<file path="config.mk">
export PLATFORM = sky130hd
export DESIGN_NAME = wb_uart_tx_flat
export DESIGN_NICKNAME = d
export VERILOG_FILES = /design/src/rtl/wb_uart_pkg.sv /design/src/rtl/wb_uart_tx_if.sv /design/src/rtl/wb_uart_tx_fifo.sv /design/src/rtl/wb_uart_tx.sv /design/src/flat_wrapper.sv
export SDC_FILE = /design/constraint.sdc
export NUM_CORES = 1
export LEC_CHECK = 0
export CAP_MARGIN = 20
export CORE_UTILIZATION = 60
export DETAILED_ROUTE_END_ITERATION = 16
export GPL_ROUTABILITY_DRIVEN = 1
export PLACE_DENSITY = 0.9
export SLEW_MARGIN = 30
export SYNTH_ARGS = -nofsm -noshare
export SYNTH_HDL_FRONTEND = slang
export SYNTH_SLANG_ARGS = --single-unit
</file>
<file path="constraint.sdc">
create_clock -name sys_clk -period 6.74 [get_ports sys_clk]
set_input_delay 1.348 -clock sys_clk [delete_from_list [all_inputs] [get_ports sys_clk]]
set_output_delay 1.348 -clock sys_clk [all_outputs]
set_load 0.02 [all_outputs]
</file>
<file path="src/rtl/wb_uart_pkg.sv">
// Shared definitions for the Wishbone transmit UART.
// Register offsets, STATUS bit positions and serializer states.
package wb_uart_pkg;

  localparam logic [1:0] REG_DATA   = 2'd0;
  localparam logic [1:0] REG_STATUS = 2'd1;
  localparam logic [1:0] REG_DIV    = 2'd2;
  localparam logic [1:0] REG_RSVD   = 2'd3;

  localparam int ST_FULL  = 0;
  localparam int ST_EMPTY = 1;
  localparam int ST_BUSY  = 2;
  localparam int ST_OVF   = 3;
  localparam int ST_IRQEN = 4;
  localparam int ST_LEVEL = 8;

  typedef enum logic [1:0] {
    S_IDLE,
    S_START,
    S_DATA,
    S_STOP
  } tx_state_t;

  function automatic logic [15:0] eff_div(
    input logic [15:0] d
  );
    return (d == 16'd0) ? 16'd1 : d;
  endfunction

endpackage

</file>
<file path="src/rtl/wb_uart_tx_if.sv">
// Wishbone slave bundle for the transmit UART.
// Master drives the request, slave returns ack and read data.
interface wb_uart_tx_if;

  logic [31:0] wb_adr_i;
  logic [31:0] wb_dat_i;
  logic [31:0] wb_dat_o;
  logic [3:0]  wb_sel_i;
  logic        wb_cyc_i;
  logic        wb_stb_i;
  logic        wb_we_i;
  logic        wb_ack_o;

  modport master (
    output wb_adr_i,
    output wb_dat_i,
    output wb_sel_i,
    output wb_cyc_i,
    output wb_stb_i,
    output wb_we_i,
    input  wb_dat_o,
    input  wb_ack_o
  );

  modport slave (
    input  wb_adr_i,
    input  wb_dat_i,
    input  wb_sel_i,
    input  wb_cyc_i,
    input  wb_stb_i,
    input  wb_we_i,
    output wb_dat_o,
    output wb_ack_o
  );

endinterface

</file>
<file path="src/rtl/wb_uart_tx_fifo.sv">
// Synchronous byte FIFO, depth 2**AW, level saturates at depth.
// A push while full is accepted only if a pop frees a slot.
module wb_uart_tx_fifo #(
  parameter int AW = 4
) (
  input  logic        clk,
  input  logic        rst,
  input  logic        push,
  input  logic        pop,
  input  logic [7:0]  wdata,
  output logic [7:0]  rdata,
  output logic        full,
  output logic        empty,
  output logic [AW:0] level
);

  localparam int DEPTH = 1 << AW;

  logic [7:0]    mem [DEPTH];
  logic [AW-1:0] wp;
  logic [AW-1:0] rp;
  logic [AW:0]   cnt;
  logic          do_push;
  logic          do_pop;

  assign full    = (cnt == (AW+1)'(DEPTH));
  assign empty   = (cnt == '0);
  assign level   = cnt;
  assign rdata   = mem[rp];
  assign do_pop  = pop & ~empty;
  assign do_push = push & (~full | do_pop);

  always_ff @(posedge clk) begin
    if (do_push)
      mem[wp] <= wdata;
  end

  always_ff @(posedge clk) begin
    if (rst) begin
      wp  <= '0;
      rp  <= '0;
      cnt <= '0;
    end else begin
      if (do_push)
        wp <= wp + 1'b1;
      if (do_pop)
        rp <= rp + 1'b1;
      cnt <= cnt
           + {{AW{1'b0}}, do_push}
           - {{AW{1'b0}}, do_pop};
    end
  end

endmodule

</file>
<file path="src/rtl/wb_uart_tx.sv">
// Wishbone transmit UART: TX FIFO, DIV/STATUS regs, 8N1 serializer.
// Define WB_UART_TX_IRQ_EN to enable the empty/idle interrupt.
module wb_uart_tx
  import wb_uart_pkg::*;
#(
  parameter int          FIFO_AW     = 4,
  parameter logic [15:0] DEFAULT_DIV = 16'd868
) (
  input  logic        sys_clk,
  input  logic        sys_rst,
  wb_uart_tx_if.slave wb,
  output logic        tx_o,
  output logic        irq_o
);

  tx_state_t        state;
  logic [15:0]      divisor;
  logic [15:0]      div_l;
  logic [15:0]      baud_cnt;
  logic [2:0]       bit_cnt;
  logic [7:0]       shreg;
  logic             ovf;
  logic             req;
  logic             push;
  logic             pop;
  logic             baud_end;
  logic             full;
  logic             empty;
  logic [7:0]       rdata;
  logic [FIFO_AW:0] level;
  logic [1:0]       reg_sel;
  logic [31:0]      rd_word;
  logic             unused_bits;

`ifdef WB_UART_TX_IRQ_EN
  logic irq_en;
`endif

  assign reg_sel  = wb.wb_adr_i[3:2];
  assign req      = wb.wb_cyc_i & wb.wb_stb_i
                  & ~wb.wb_ack_o;
  assign push     = req & wb.wb_we_i
                  & (reg_sel == REG_DATA)
                  & wb.wb_sel_i[0];
  assign baud_end = (baud_cnt == div_l - 16'd1);
  assign pop      = ~empty
                  & ((state == S_IDLE)
                  | ((state == S_STOP) & baud_end));

  assign unused_bits = ^{wb.wb_adr_i[31:4],
                         wb.wb_adr_i[1:0],
                         wb.wb_dat_i[31:16],
                         wb.wb_sel_i[3:1]};

  wb_uart_tx_fifo #(
    .AW (FIFO_AW)
  ) u_fifo (
    .clk   (sys_clk),
    .rst   (sys_rst),
    .push  (push),
    .pop   (pop),
    .wdata (wb.wb_dat_i[7:0]),
    .rdata (rdata),
    .full  (full),
    .empty (empty),
    .level (level)
  );

  always_comb begin
    rd_word = '0;
    unique case (reg_sel)
      REG_STATUS: begin
        rd_word[ST_FULL]  = full;
        rd_word[ST_EMPTY] = empty;
        rd_word[ST_BUSY]  = (state != S_IDLE);
        rd_word[ST_OVF]   = ovf;
`ifdef WB_UART_TX_IRQ_EN
        rd_word[ST_IRQEN] = irq_en;
`endif
        rd_word[ST_LEVEL +: FIFO_AW+1] = level;
      end
      REG_DIV: rd_word[15:0] = divisor;
      default: rd_word = '0;
    endcase
  end

  always_ff @(posedge sys_clk) begin
    if (sys_rst) begin
      wb.wb_ack_o <= 1'b0;
      wb.wb_dat_o <= '0;
      divisor     <= DEFAULT_DIV;
      ovf         <= 1'b0;
`ifdef WB_UART_TX_IRQ_EN
      irq_en      <= 1'b0;
`endif
    end else begin
      wb.wb_ack_o <= req;
      wb.wb_dat_o <= (req & ~wb.wb_we_i)
                   ? rd_word : '0;
      // dropped byte: full and no pop to free a slot
      if (push & full & ~pop)
        ovf <= 1'b1;
      if (req & wb.wb_we_i) begin
        unique case (reg_sel)
          REG_STATUS: begin
            if (wb.wb_dat_i[ST_OVF])
              ovf <= 1'b0;
`ifdef WB_UART_TX_IRQ_EN
            irq_en <= wb.wb_dat_i[ST_IRQEN];
`endif
          end
          REG_DIV: divisor <= wb.wb_dat_i[15:0];
          default: ;
        endcase
      end
    end
  end

  always_ff @(posedge sys_clk) begin
    if (sys_rst) begin
      state    <= S_IDLE;
      tx_o     <= 1'b1;
      baud_cnt <= '0;
      bit_cnt  <= '0;
      shreg    <= '0;
      div_l    <= 16'd1;
    end else begin
      unique case (state)
        S_IDLE: begin
          if (pop) begin
            shreg    <= rdata;
            div_l    <= eff_div(divisor);
            baud_cnt <= '0;
            tx_o     <= 1'b0;
            state    <= S_START;
          end
        end
        S_START: begin
          if (baud_end) begin
            baud_cnt <= '0;
            bit_cnt  <= '0;
            tx_o     <= shreg[0];
            shreg    <= shreg >> 1;
            state    <= S_DATA;
          end else begin
            baud_cnt <= baud_cnt + 16'd1;
          end
        end
        S_DATA: begin
          if (baud_end) begin
            baud_cnt <= '0;
            if (bit_cnt == 3'd7) begin
              tx_o  <= 1'b1;
              state <= S_STOP;
            end else begin
              bit_cnt <= bit_cnt + 3'd1;
              tx_o    <= shreg[0];
              shreg   <= shreg >> 1;
            end
          end else begin
            baud_cnt <= baud_cnt + 16'd1;
          end
        end
        S_STOP: begin
          if (baud_end) begin
            baud_cnt <= '0;
            // back-to-back frame: no idle gap
            if (pop) begin
              shreg <= rdata;
              div_l <= eff_div(divisor);
              tx_o  <= 1'b0;
              state <= S_START;
            end else begin
              state <= S_IDLE;
            end
          end else begin
            baud_cnt <= baud_cnt + 16'd1;
          end
        end
        default: state <= S_IDLE;
      endcase
    end
  end

`ifdef WB_UART_TX_IRQ_EN
  always_ff @(posedge sys_clk) begin
    if (sys_rst)
      irq_o <= 1'b0;
    else
      irq_o <= irq_en & empty
             & (state == S_IDLE);
  end
`else
  assign irq_o = 1'b0;
`endif

endmodule
</file>
<file path="src/flat_wrapper.sv">
// flat-port wrapper written by rule: the top's interface ports become plain ports
module wb_uart_tx_flat import wb_uart_pkg::*;
#(
  parameter int          FIFO_AW     = 4,
  parameter logic [15:0] DEFAULT_DIV = 16'd868
)
  (sys_clk, sys_rst, tx_o, irq_o, wb_wb_adr_i, wb_wb_dat_i, wb_wb_sel_i, wb_wb_cyc_i, wb_wb_stb_i, wb_wb_we_i, wb_wb_dat_o, wb_wb_ack_o);
  wb_uart_tx_if wb_i ();
  input  logic sys_clk;
  input  logic sys_rst;
  output logic tx_o;
  output logic irq_o;
  input wire logic [$bits(wb_i.wb_adr_i)-1:0] wb_wb_adr_i;
  input wire logic [$bits(wb_i.wb_dat_i)-1:0] wb_wb_dat_i;
  input wire logic [$bits(wb_i.wb_sel_i)-1:0] wb_wb_sel_i;
  input wire logic [$bits(wb_i.wb_cyc_i)-1:0] wb_wb_cyc_i;
  input wire logic [$bits(wb_i.wb_stb_i)-1:0] wb_wb_stb_i;
  input wire logic [$bits(wb_i.wb_we_i)-1:0] wb_wb_we_i;
  output wire logic [$bits(wb_i.wb_dat_o)-1:0] wb_wb_dat_o;
  output wire logic [$bits(wb_i.wb_ack_o)-1:0] wb_wb_ack_o;
  assign wb_i.wb_adr_i = wb_wb_adr_i;
  assign wb_i.wb_dat_i = wb_wb_dat_i;
  assign wb_i.wb_sel_i = wb_wb_sel_i;
  assign wb_i.wb_cyc_i = wb_wb_cyc_i;
  assign wb_i.wb_stb_i = wb_wb_stb_i;
  assign wb_i.wb_we_i = wb_wb_we_i;
  assign wb_wb_dat_o = wb_i.wb_dat_o;
  assign wb_wb_ack_o = wb_i.wb_ack_o;
  wb_uart_tx #(.FIFO_AW(FIFO_AW), .DEFAULT_DIV(DEFAULT_DIV)) u_core (.sys_clk(sys_clk), .sys_rst(sys_rst), .wb(wb_i), .tx_o(tx_o), .irq_o(irq_o));
endmodule
</file>
### Word-level counts from Yosys, hierarchy flattened

Memory sizes are Yosys's and may differ from the RTL's. A register that Yosys moved wholly into a read port is not among the register bits.
Index checks and enable logic that the tools add are counted.

* register bits after elaboration: 109
* bits in latches: 0
* memory bits (writable): 128
* bits in read-only memories: 0
* input port bits: 73
* output and inout bits: 35
* word-level logic and storage cells: 114
* memories kept: 1

* $add $sub $neg: 7
* multiply operators: 0
* div/mod/pow operators: 0
* order comparisons: 0
* equality and inequality tests: 14
* shift operators: 0
* muxes and demuxes: 40
* bitwise logic cells: 21
* reduce and logical (&&, ||, !) cells: 16

Memories
* u_core.u_fifo.mem: words 16, bits a word 8, read ports 1, clocked after memory_dff 1, wr ports 1, line wb_uart_tx_fifo.sv:19 `logic [7:0] mem [DEPTH];`

Operators by type and width (number)
* $mux W16: 5
* $pmux W16 S2: 2
* $mux W8: 5
* $pmux W8 S4: 1
* $add A16 B1 Y16 const B: 1
* $eq A16 B16 Y1: 1
* $logic_not A16 Y1: 1
* $sub A16 B1 Y16 const B: 1
* $and A1 B1 Y1: 12
* $mux W1: 12
* $mux W2: 5
* $ne A2 B1 Y1 const B: 5
* $pmux W5 S2: 1
* $mux W3: 3
* $add A4 B1 Y4 const B: 2
* $mux W4: 2
* $pmux W2 S4: 1
* $pmux W4 S2: 1
* $reduce_and A4 Y1: 2
* $not A1 Y1: 7
* $eq A2 B2 Y1 const B: 3
* $pmux W3 S2: 1
* $reduce_bool A2 Y1: 3
* $reduce_or A3 Y1: 2
* other kinds (15): 19

### Depth between registers and ports, before layout

Gate-level depths: netlist of the first run.

* word-level depth: 11
* depth in mapped cells: 21
* depth with buffers taken out: 18

### Cells and area by module

Synthesis of the first run repeated with hierarchy kept, for this count alone.

* cells, all modules: 818
* area, all modules: 9994.6 sq um

By module, submodules not included
* wb_uart_tx_fifo: times used 1, cells each 308, area each 5765.5 sq um, sequential area each 4184.0 sq um
* wb_uart_tx: times used 1, cells each 510, area each 4229.1 sq um, sequential area each 1601.5 sq um

### Least setup slack after synthesis of the first run

No wires, ideal clock.

* path kind: flip-flop to flip-flop
* start point: register u_core.div_l[0]
* end point: register u_core.u_fifo.cnt[4] (netlist: u_core.u_fifo.level[4])
* setup time: 0.132 ns
* arrival: 3.837 ns
* required time: 6.608 ns
* slack: 2.771 ns
* cell stages (with the launch flop): 22
* path buffers: 3
* period minus slack after synthesis: 3.969 ns
* path through: dfxtp_1 -> clkbuf_1 -> inv_1 -> ha_1 -> or4b_1 -> clkbuf_1 -> o311ai_0 -> o211ai_1 -> a211oi_2 -> and4_4 -> nand2_4 -> buf_6 -> a21oi_4 -> mux2i_1 -> ha_1 -> inv_1 -> fa_1 -> inv_1 -> a21oi_1 -> nor2_1 -> or3_1 -> a21oi_1

* longest elaborated chain between the ends: 10

Ends and longest elaborated chain
* start, declared: line wb_uart_tx.sv:18 `logic [15:0] div_l;`
* start signal, assigned: line wb_uart_tx.sv:132 `div_l <= eff_div(divisor);`
* start signal, assigned: line wb_uart_tx.sv:170 `div_l <= eff_div(divisor);`
* $sub A16 B1 Y16 *: line wb_uart_tx.sv:45 `assign baud_end = (baud_cnt == div_l - 16'd1);`
* $eq A16 B16 Y1 *: line wb_uart_tx.sv:45
* $and A1 B1 Y1 *: line wb_uart_tx.sv:48 `| ((state == S_STOP) & baud_end));`
* $or A1 B1 Y1 *: line wb_uart_tx.sv:48
* $and A1 B1 Y1 *: line wb_uart_tx.sv:47 `& ((state == S_IDLE)`
* $and A1 B1 Y1 *: line wb_uart_tx_fifo.sv:30 `assign do_pop = pop & ~empty;`
* $or A1 B1 Y1: line wb_uart_tx_fifo.sv:31 `assign do_push = push & (~full | do_pop);`
* $and A1 B1 Y1: line wb_uart_tx_fifo.sv:31
* $add A5 B1 Y5: line wb_uart_tx_fifo.sv:49 `+ {{AW{1'b0}}, do_push}`
* $sub A5 B1 Y5 *: line wb_uart_tx_fifo.sv:50 `- {{AW{1'b0}}, do_pop};`
* end signal, assigned: line wb_uart_tx_fifo.sv:48 `cnt <= cnt`
* end, declared: line wb_uart_tx_fifo.sv:22 `logic [AW:0] cnt;`

Every way passes the cells marked *; elsewhere a longest branch is shown, timed or not.
A chain may end at the register's enable or synchronous reset.

### Worst setup path in the final report of the first run

Same ends and word-level chain as after synthesis.

==> results of run 1 <==
-- logic make-up after synthesis --
| logic type | synth area share, % |
|---|---|
| muxes | 13.7 |
| other | 0.0370 |
| and+or+nand+nor | 13.6 |
| xor gates and xnor gates | 1.73 |
| DFF | 57.1 |
| AOI/OAI and AO/OA | 7.16 |
| adders and majority gates | 2.79 |
| buffers and inverters | 3.85 |
-- layout make-up --
cell class              count  share of cell area, %
flip-flops and latches    225                   51.1
multi-input cells         528                   35.6
clock buffers              27                   5.20
repair buffers             46                   3.93
well taps                 220                   2.43
clock inverters            13                   1.11
inverters                  21                  0.695
-- path summary, 6_finish.rpt --
kind	from	endpoint	slack, ps	cells after the start
min	u_core.ovf	u_core.ovf	450	2
max reg2reg	u_core.div_l[0]	u_core.u_fifo.level[4]	2340	18
min reg2reg	u_core.ovf	u_core.ovf	450	2
max	u_core.div_l[0]	u_core.u_fifo.level[4]	2340	18
-- sequential cells by signal (all words and copies together) (netlist names), named ones only --
| signal | flops |
|---|---|
| u_core.u_fifo.mem | 128 |
| u_core.baud_cnt | 16 |
| u_core.div_l | 16 |
| u_core.divisor | 16 |
| u_core.wb.wb_dat_o | 16 |
| u_core.shreg | 8 |
| u_core.u_fifo.level | 5 |
| u_core.u_fifo.rp | 4 |
| u_core.u_fifo.wp | 4 |
| u_core.bit_cnt | 3 |
| u_core.state | 2 |
| u_core.ovf | 1 |
| u_core.tx_o | 1 |
| u_core.wb.wb_ack_o | 1 |
-- stage by stage --
stage          cell area [um2]  power, mW  hold WS (ps)
2_1_floorplan            10200       2.59           421
3_3_place_gp             10600       2.80           432
3_5_place_dp             10600       2.85           438
4_1_cts                  11300       4.05           448
5_1_grt                  11300       4.25           484
6_report                 11300       4.06           453
-- worst max-delay path, delay by kind of cell, from the launching register on --
family                   cells  cell delay [ps]
AND/OR/NAND/NOR              5             1280
AO/OA/AOI/OAI                6             1290
multiplexers                 1              250
buffers and inverters        3              220
adder cells (fa/ha/maj)      3              850
flip-flops                   1              390
-- cell usage after synthesis, drive strengths merged, types with 2 or more instances --
| library cell | instances | share of area (%) |
|---|---|---|
| a211o | 3 | 0.26 |
| a211oi | 5 | 0.42 |
| a21o | 4 | 0.30 |
| a21oi | 27 | 1.6 |
| a22o | 4 | 0.35 |
| a22oi | 8 | 0.59 |
| a31oi | 5 | 0.31 |
| a32oi | 2 | 0.17 |
| a41o | 2 | 0.20 |
| a41oi | 4 | 0.42 |
| and2 | 7 | 0.43 |
| and3 | 32 | 2.0 |
| and4 | 4 | 0.37 |
| buf | 29 | 1.9 |
| clkbuf | 31 | 1.1 |
| dfxtp | 97 | 19 |
| edfxtp | 128 | 38 |
| ha | 21 | 2.6 |
| inv | 20 | 0.74 |
| mux2 | 12 | 1.3 |
| mux2i | 35 | 3.5 |
| mux4 | 40 | 8.9 |
| nand2 | 106 | 4.0 |
| nand2b | 2 | 0.12 |
| nand3 | 22 | 1.1 |
| nand4 | 6 | 0.37 |
| nand4b | 3 | 0.26 |
| nor2 | 45 | 1.7 |
| nor2b | 12 | 0.74 |
| nor3 | 12 | 0.59 |
| nor3b | 4 | 0.30 |
| nor4 | 7 | 0.43 |
| o211ai | 5 | 0.37 |
| o21a | 6 | 0.44 |
| o21ai | 19 | 0.94 |
| or3 | 7 | 0.48 |
| or4 | 4 | 0.30 |
| or4b | 3 | 0.30 |
| xnor2 | 9 | 0.78 |
| xor2 | 11 | 0.95 |
-- power by group through the flow --
stage	combinational (mW)	clock [mW]	sequential [mW]
finish	1.19	1.23	1.65
global route	1.29	1.29	1.67
CTS	1.17	1.23	1.65
detailed placement	1.16	0	1.68
global placement	1.12	0	1.67
floorplan	0.979	0	1.61
-- metal layers --
metal  vias up  wire [um]  GRT usage [%]
li1       3054          -              -
met1      3311       8990           33.1
met2       276      12000           47.6
met3        51       1350           4.11
met4         0        737           10.1
met5         -          0              0
==> metrics, run 1 <==
outcome complete, no violations; Sw Share 31.5%; First-pass DRT Iterations 7; first-pass GRT wire length 36500 um; PwrDens 359 nW/um2; clock latency on the worst-skew pair 510 ps; Layout Utilization 68.6%; Post-CTS Setup Inserts 0; CTS tree built; layout cells sized above 1 12.3%; static leakage 4.02 nW; Max-Cap Viols 0; Clock transition at path regs 60 ps; # IOs 108; antenna-violating nets left 0; WS Path Type register to register; mean area per synthesized cell 12.4 um2; hpwl dp 15400 um; maximum vdd drop 0.000286 V; Area Overhead vs Synth 11.9%; area occupied by multi-input gates 4030 um2; commonest non-fill, non-tap cell in the layout edfxtp_1; Clk pwr share 30.2%; Psw 1.28 mW; slack of the critical path 2340 ps; FF+latch count, synth 225; cell mode on critical path inv_1; Ant. Diodes 0; cts repair resizes 0; main flop type after synthesis edfxtp_1; Vias/cell 6.20; combinational share of power 29.2%; mapped cell area 10100 um2; skew final 11.3 ps; Die H 132 um; commonest non-fill, non-tap cells in the layout edfxtp_1 (128), nand2_1 (105), dfxtp_1 (96); CTS H-tree lvls 1; synthesized instance count 818; pin count of the biggest net entering global routing 58; Min-Delay Path Class register to register; part of the cycle the worst path needs 65.3%; final cell count without fillers 1080; worst slew pin tran 930 ps; FF+latch area 5790 um2; Tmin final 4400 ps; CP Max Fanout 11; Initial Utilization 61.3%; final setup TNS 0 ps; chip width 132 um; Inst Count DP 1039; final slew viol count 0; CP peak stage delay 590 ps; critical path capture point type register; Buffers on Ports 41; CTS Root Cell clkbuf_16; CP max stage cell or4b_1; library cells used by synthesis 67; DIE AREA 17400 um2; vias in the first global route 6839; yosys warns 0; Inserted Clock Buffers 22; Nets 939; Flop pwr share 40.6%; residual DRC count 0; Routability Congestion 0.930; gr usage total 26.8%; sequential element share of the synthesized area 57.1%; DRT iter0 DRCs 574; CP required 7110 ps; post-placement setup slack 2350 ps; async set-reset flop share out of synthesis 0%; internal power 2.78 mW; routed len/inst 21.3 um; Critical Path, Cell by Cell inv_1, ha_1, or4b_1, o311ai_0, o211ai_1, a211oi_2, and4_4, nand2_4, a21oi_4, mux2i_1, ha_1, inv_1, fa_1, inv_1, a21oi_1, nor2_1, or3_1, a21oi_1; Post-synth EDFFs 128; DR vias 6692; Slew headroom 37.3%; final setup vio count 0; final wirelength 23000 um; Arrival @ worst endpoint 4770 ps; hold-fix buffers at CTS 0; core area 16500 um2; Peak Freq 227 MHz; row count 47; Final Hold Viols 0; clock sinks 225; RSZ-0062 raised after global routing false; CP Launch Type register; maximum root-to-sink buffer count 3; Layout fillers 1074; GR Overflow Total 0; initial antenna violation count 0
No activity file was read; power rests on OpenSTA's default activity.
==> inputs of run 2 (changes only) <==
Settings changed: CORE_UTILIZATION 60 to 57, PLACE_DENSITY 0.9 to 0.86.
Clock period 6.74 ns to 4.2 ns, I/O delays scaled along.
==> run 2 against run 1 <==
Total power increased by 68%. First-iteration DRC count grew 0.17%. Clock power up 76%. Core utilization is 1.6 points lower. Maximum frequency increased by 11%. Worst setup slack got worse by 2100 ps. Combinational power is 67% higher. Sequential share of layout area fell by 1.1 points. Critical endpoint unchanged.
==> metrics, run 2 (synthesized netlist as in run 1, its figures left out) <==
# IOs 108; routed len/inst 20.7 um; Routability Congestion 0.904; CP Max Fanout 7; reg2reg end u_core.u_fifo.level[4]; DRT iter0 DRCs 575; r2r worst-path depth 17; outcome complete, no violations; RSZ-0062 raised after global routing false; Nets 958; Slew headroom 39.9%; initial antenna violation count 0; Overall Power 6.81 mW; Vias/cell 6.06; worst r2r src u_core.div_l[5]; final cell count without fillers 1105; maximum root-to-sink buffer count 3; hpwl dp 15300 um; Tmin final 3980 ps; chip width 135 um; clock latency on the worst-skew pair 520 ps; pin count of the biggest net entering global routing 58; residual DRC count 0; final setup vio count 0; Peak Freq 251 MHz; slack of the critical path 220 ps; CTS H-tree lvls 1; Post-Layout Inst Area 11600 um2; vias in the first global route 6589; Max-Cap Viols 0; final wirelength 22900 um; WS Path Type register to register; Inserted Clock Buffers 23; layout cells sized above 1 14.5%; worst slew pin tran 893 ps; First-pass DRT Iterations 5; critical path capture point type register; max reg flops 128; DR vias 6693; core area 17300 um2; final slew viol count 0; PwrDens 588 nW/um2; GR Overflow Total 0; commonest non-fill, non-tap cell in the layout edfxtp_1; CP required 4590 ps; HP Start u_core.ovf; Min-Delay Path Class register to register; hold depth 2; Die H 135 um; Arrival @ worst endpoint 4370 ps; first-pass GRT wire length 35900 um; Final Hold Viols 0; maximum vdd drop 0.000462 V; r2r setup slk 220 ps; Worst Hold End u_core.ovf; CP Launch Type register; static leakage 4.16 nW; Ant. Diodes 0; CTS Root Cell clkbuf_16; hold-fix buffers at CTS 0; Area Overhead vs Synth 14.3%; Initial Utilization 58.6%; hold_ws 449 ps; Inst Count DP 1063; commonest non-fill, non-tap cells in the layout edfxtp_1 (128), nand2_1 (105), dfxtp_1 (95); antenna-violating nets left 0; gr usage total 26.0%; Clock transition at path regs 60 ps; final setup TNS 0 ps; skew final 15.9 ps; CTS tree built; Layout Utilization 66.9%; part of the cycle the worst path needs 94.8%; Post-CTS Setup Inserts 0; Biggest register u_core.u_fifo.mem; placed cell area 10700 um2; DIE AREA 18300 um2; clock sinks 225; row count 48; Buffers on Ports 41; post-placement setup slack 253 ps
==> run 2: routing by layer <==
metal / vias up / GRT usage (%) / part of all wire, %
li1: 3108 / - / -
met5: - / 0 / 0
met4: 0 / 10.6 / 3.7
met2: 276 / 45.5 / 50
met1: 3242 / 32.3 / 40
met3: 67 / 3.78 / 5.9
==> run 2: how the worst max path moves through the flow <==
stage                    start                endpoint  slack (ps)  cells past startpoint
6_report       u_core.div_l[5]  u_core.u_fifo.level[4]         220                     17
5_1_grt        u_core.div_l[1]  u_core.u_fifo.level[4]           5                     18
4_1_cts        u_core.div_l[1]  u_core.u_fifo.level[4]         210                     18
3_5_place_dp   u_core.div_l[1]  u_core.u_fifo.level[4]         250                     18
3_3_place_gp   u_core.div_l[1]  u_core.u_fifo.level[4]         310                     18
2_1_floorplan  u_core.div_l[0]  u_core.u_fifo.level[4]         230                     21
==> run 2: area by class of cell <==
cell class                 count  area (um2)
sequential                   225        5790
fill                        1197        5720
multi-input combinational    528        4040
clock buffer                  34         677
timing repair buffer          64         583
tap                          225         282
clock inverter                 8         136
inverter                      21        78.8
==> run 2: report_power, final <==
| part | internal [mW] | switching, mW | total (mW) |
|---|---|---|---|
| combinational | 0.961 | 1.03 | 1.99 |
| sequential | 2.46 | 0.192 | 2.65 |
| clock | 1.31 | 0.855 | 2.17 |
==> run 2: critical path, cell delays in order (launching register included) <==
cell and delay, ps:
dfxtp_1 380, or4_1 620, nor4_1 280, buf_4 170, xnor2_1 60, o21ai_0 390
and3_2 370, nand2_4 80, a21oi_4 160, mux2i_1 240, ha_1 210, inv_1 60
fa_1 400, inv_1 80, a21oi_1 60, nor2_1 120, or3_1 120, a21oi_1 50
==> run 2: timing repair <==
item / 4_1_cts / 5_1_grt
endpoints found under the hold margin: 0 / 0
resized for setup: 0 / 5
setup endpoints to repair: 0 / 1
==> inputs of run 3 (changes only) <==
Settings changed: GPL_TIMING_DRIVEN from default to 0.
==> run 3 against run 2 <==
Register-to-register slack got worse by 180 ps. Clock skew fell by 5.1 ps. Largest cell class unchanged. Critical endpoint unchanged. Sequential power fell by 3%. Critical path type unchanged.
==> metrics, run 3 (synthesized netlist as in run 1, its figures left out) <==
static leakage 4.21 nW; CP Max Fanout 6; vias in the first global route 6901; Ant. Diodes 0; hold_ws 453 ps; Area Overhead vs Synth 16.0%; routed len/inst 21.1 um; DIE AREA 18300 um2; final cell count without fillers 1146; CP max stage cell or4b_4; RSZ-0062 raised after global routing true; CP required 4630 ps; CTS H-tree lvls 1; first-pass GRT wire length 36800 um; HP Start u_core.ovf; clock latency on the worst-skew pair 520 ps; commonest non-fill, non-tap cell in the layout edfxtp_1; Sw Share 31.8%; crit path from u_core.div_l[2]; Layout Utilization 68.0%; hold-fix buffers at CTS 0; Inst Count DP 1101; Inserted Clock Buffers 23; internal power 4.62 mW; layout cells sized above 1 15.3%; DR vias 7092; Max-Cap Viols 0; Biggest register u_core.u_fifo.mem; Arrival @ worst endpoint 4590 ps; Routability Congestion 0.915; maximum root-to-sink buffer count 3; max reg flops 128; CP peak stage delay 540 ps; commonest non-fill, non-tap cells in the layout edfxtp_1 (128), nand2_1 (105), dfxtp_1 (95); # IOs 108; antenna-violating nets left 0; outcome complete, no violations; Critical Path, Cell by Cell buf_6, or3_4, or4b_4, a311o_1, a211oi_2, buf_4, nand4_1, nor2_2, nor2_1, nor3_2, fa_2, inv_1, a21oi_1, nor2_1, or3_1, a21oi_1; gr usage total 26.7%; combinational share of power 32.2%; PwrDens 577 nW/um2; Initial Utilization 58.6%; final slew viol count 0; Tmin final 4160 ps; Peak Freq 240 MHz; final wirelength 24200 um; Nets 1001; row count 48; worst r2r src u_core.div_l[2]; Flop pwr share 38.1%; Clock transition at path regs 60 ps; pin count of the biggest net entering global routing 19; GR Overflow Total 0; CTS tree built; CP Launch Type register; Clk pwr share 29.7%; First-pass DRT Iterations 7; Slew headroom 39.4%; hpwl dp 16400 um; worst slew pin tran 899 ps; WS Path Type register to register; final setup vio count 0; Min-Delay Path Class register to register; Psw 2.16 mW; clock sinks 225; Buffers on Ports 41; core area 17300 um2; skew final 10.9 ps; maximum vdd drop 0.000487 V; DRT iter0 DRCs 520; part of the cycle the worst path needs 99.1%; CTS Root Cell clkbuf_16; chip width 135 um; residual DRC count 0; critical path capture point type register; final setup TNS 0 ps; Vias/cell 6.19; Bufs and invs on worst path 3; initial antenna violation count 0; delay-heaviest family, CP simple AND/OR/NAND/NOR gates; Die H 135 um; Final Hold Viols 0
run 3: path summary, 6_finish.rpt:
kind                            endpoint  slack, ps  cells past startpoint
setup / recovery  u_core.u_fifo.level[4]         40                     16
hold / removal                u_core.ovf        450                      2
setup reg to reg  u_core.u_fifo.level[4]         40                     16
hold reg to reg               u_core.ovf        450                      2
run 3: area by class of cell:
cell class	instances	area [um2]
clock buffers	32	629
well taps	225	282
flip-flops and latches	225	5790
repair buffers	51	485
inverters	21	78.8
fillers	1171	5540
clock inverters	8	108
multi-input cells	528	4100
plain buffers	56	289
run 3: metrics by stage:
step           setup slack, ps  area [um2]  power, mW
6_report                  39.5       11800       6.79
2_1_floorplan              231       10200       4.15
4_1_cts                   26.7       11700       6.70
5_1_grt                  -55.2       11800       7.06
3_5_place_dp              -319       10900       4.64
3_3_place_gp              -255       10900       4.57
run 3: layer usage:
layer	wire [um]	vias up	GRT usage, %
li1	-	3187	-
met1	9220	3447	32.9
met2	11700	368	44.8
met3	1930	90	5.20
met4	1310	0	13.7
met5	0	-	0
run 3: worst min-delay path, delay by kind of cell, from the launching register on:
| kind | cells | cell delay [ps] |
|---|---|---|
| buffers and inverters | 1 | 50 |
| flip-flops | 1 | 310 |
| AO/OA/AOI/OAI | 1 | 50 |
run 3: power groups by stage:
stage               clock network, mW  registers (mW)  logic [mW]
finish                           2.02            2.58        2.18
global route                     2.11            2.60        2.35
CTS                              2.03            2.58        2.09
global placement                    0            2.61        1.97
detailed placement                  0            2.61        2.03
floorplan                           0            2.58        1.57
run 3: timing repair:
action                                  in CTS  in global routing
pin swaps                                    4                 11
resized for setup                            8                 12
endpoints found under the setup margin      44                 70
buffers inserted                             2                  7
hold endpoints to repair                     0                  0
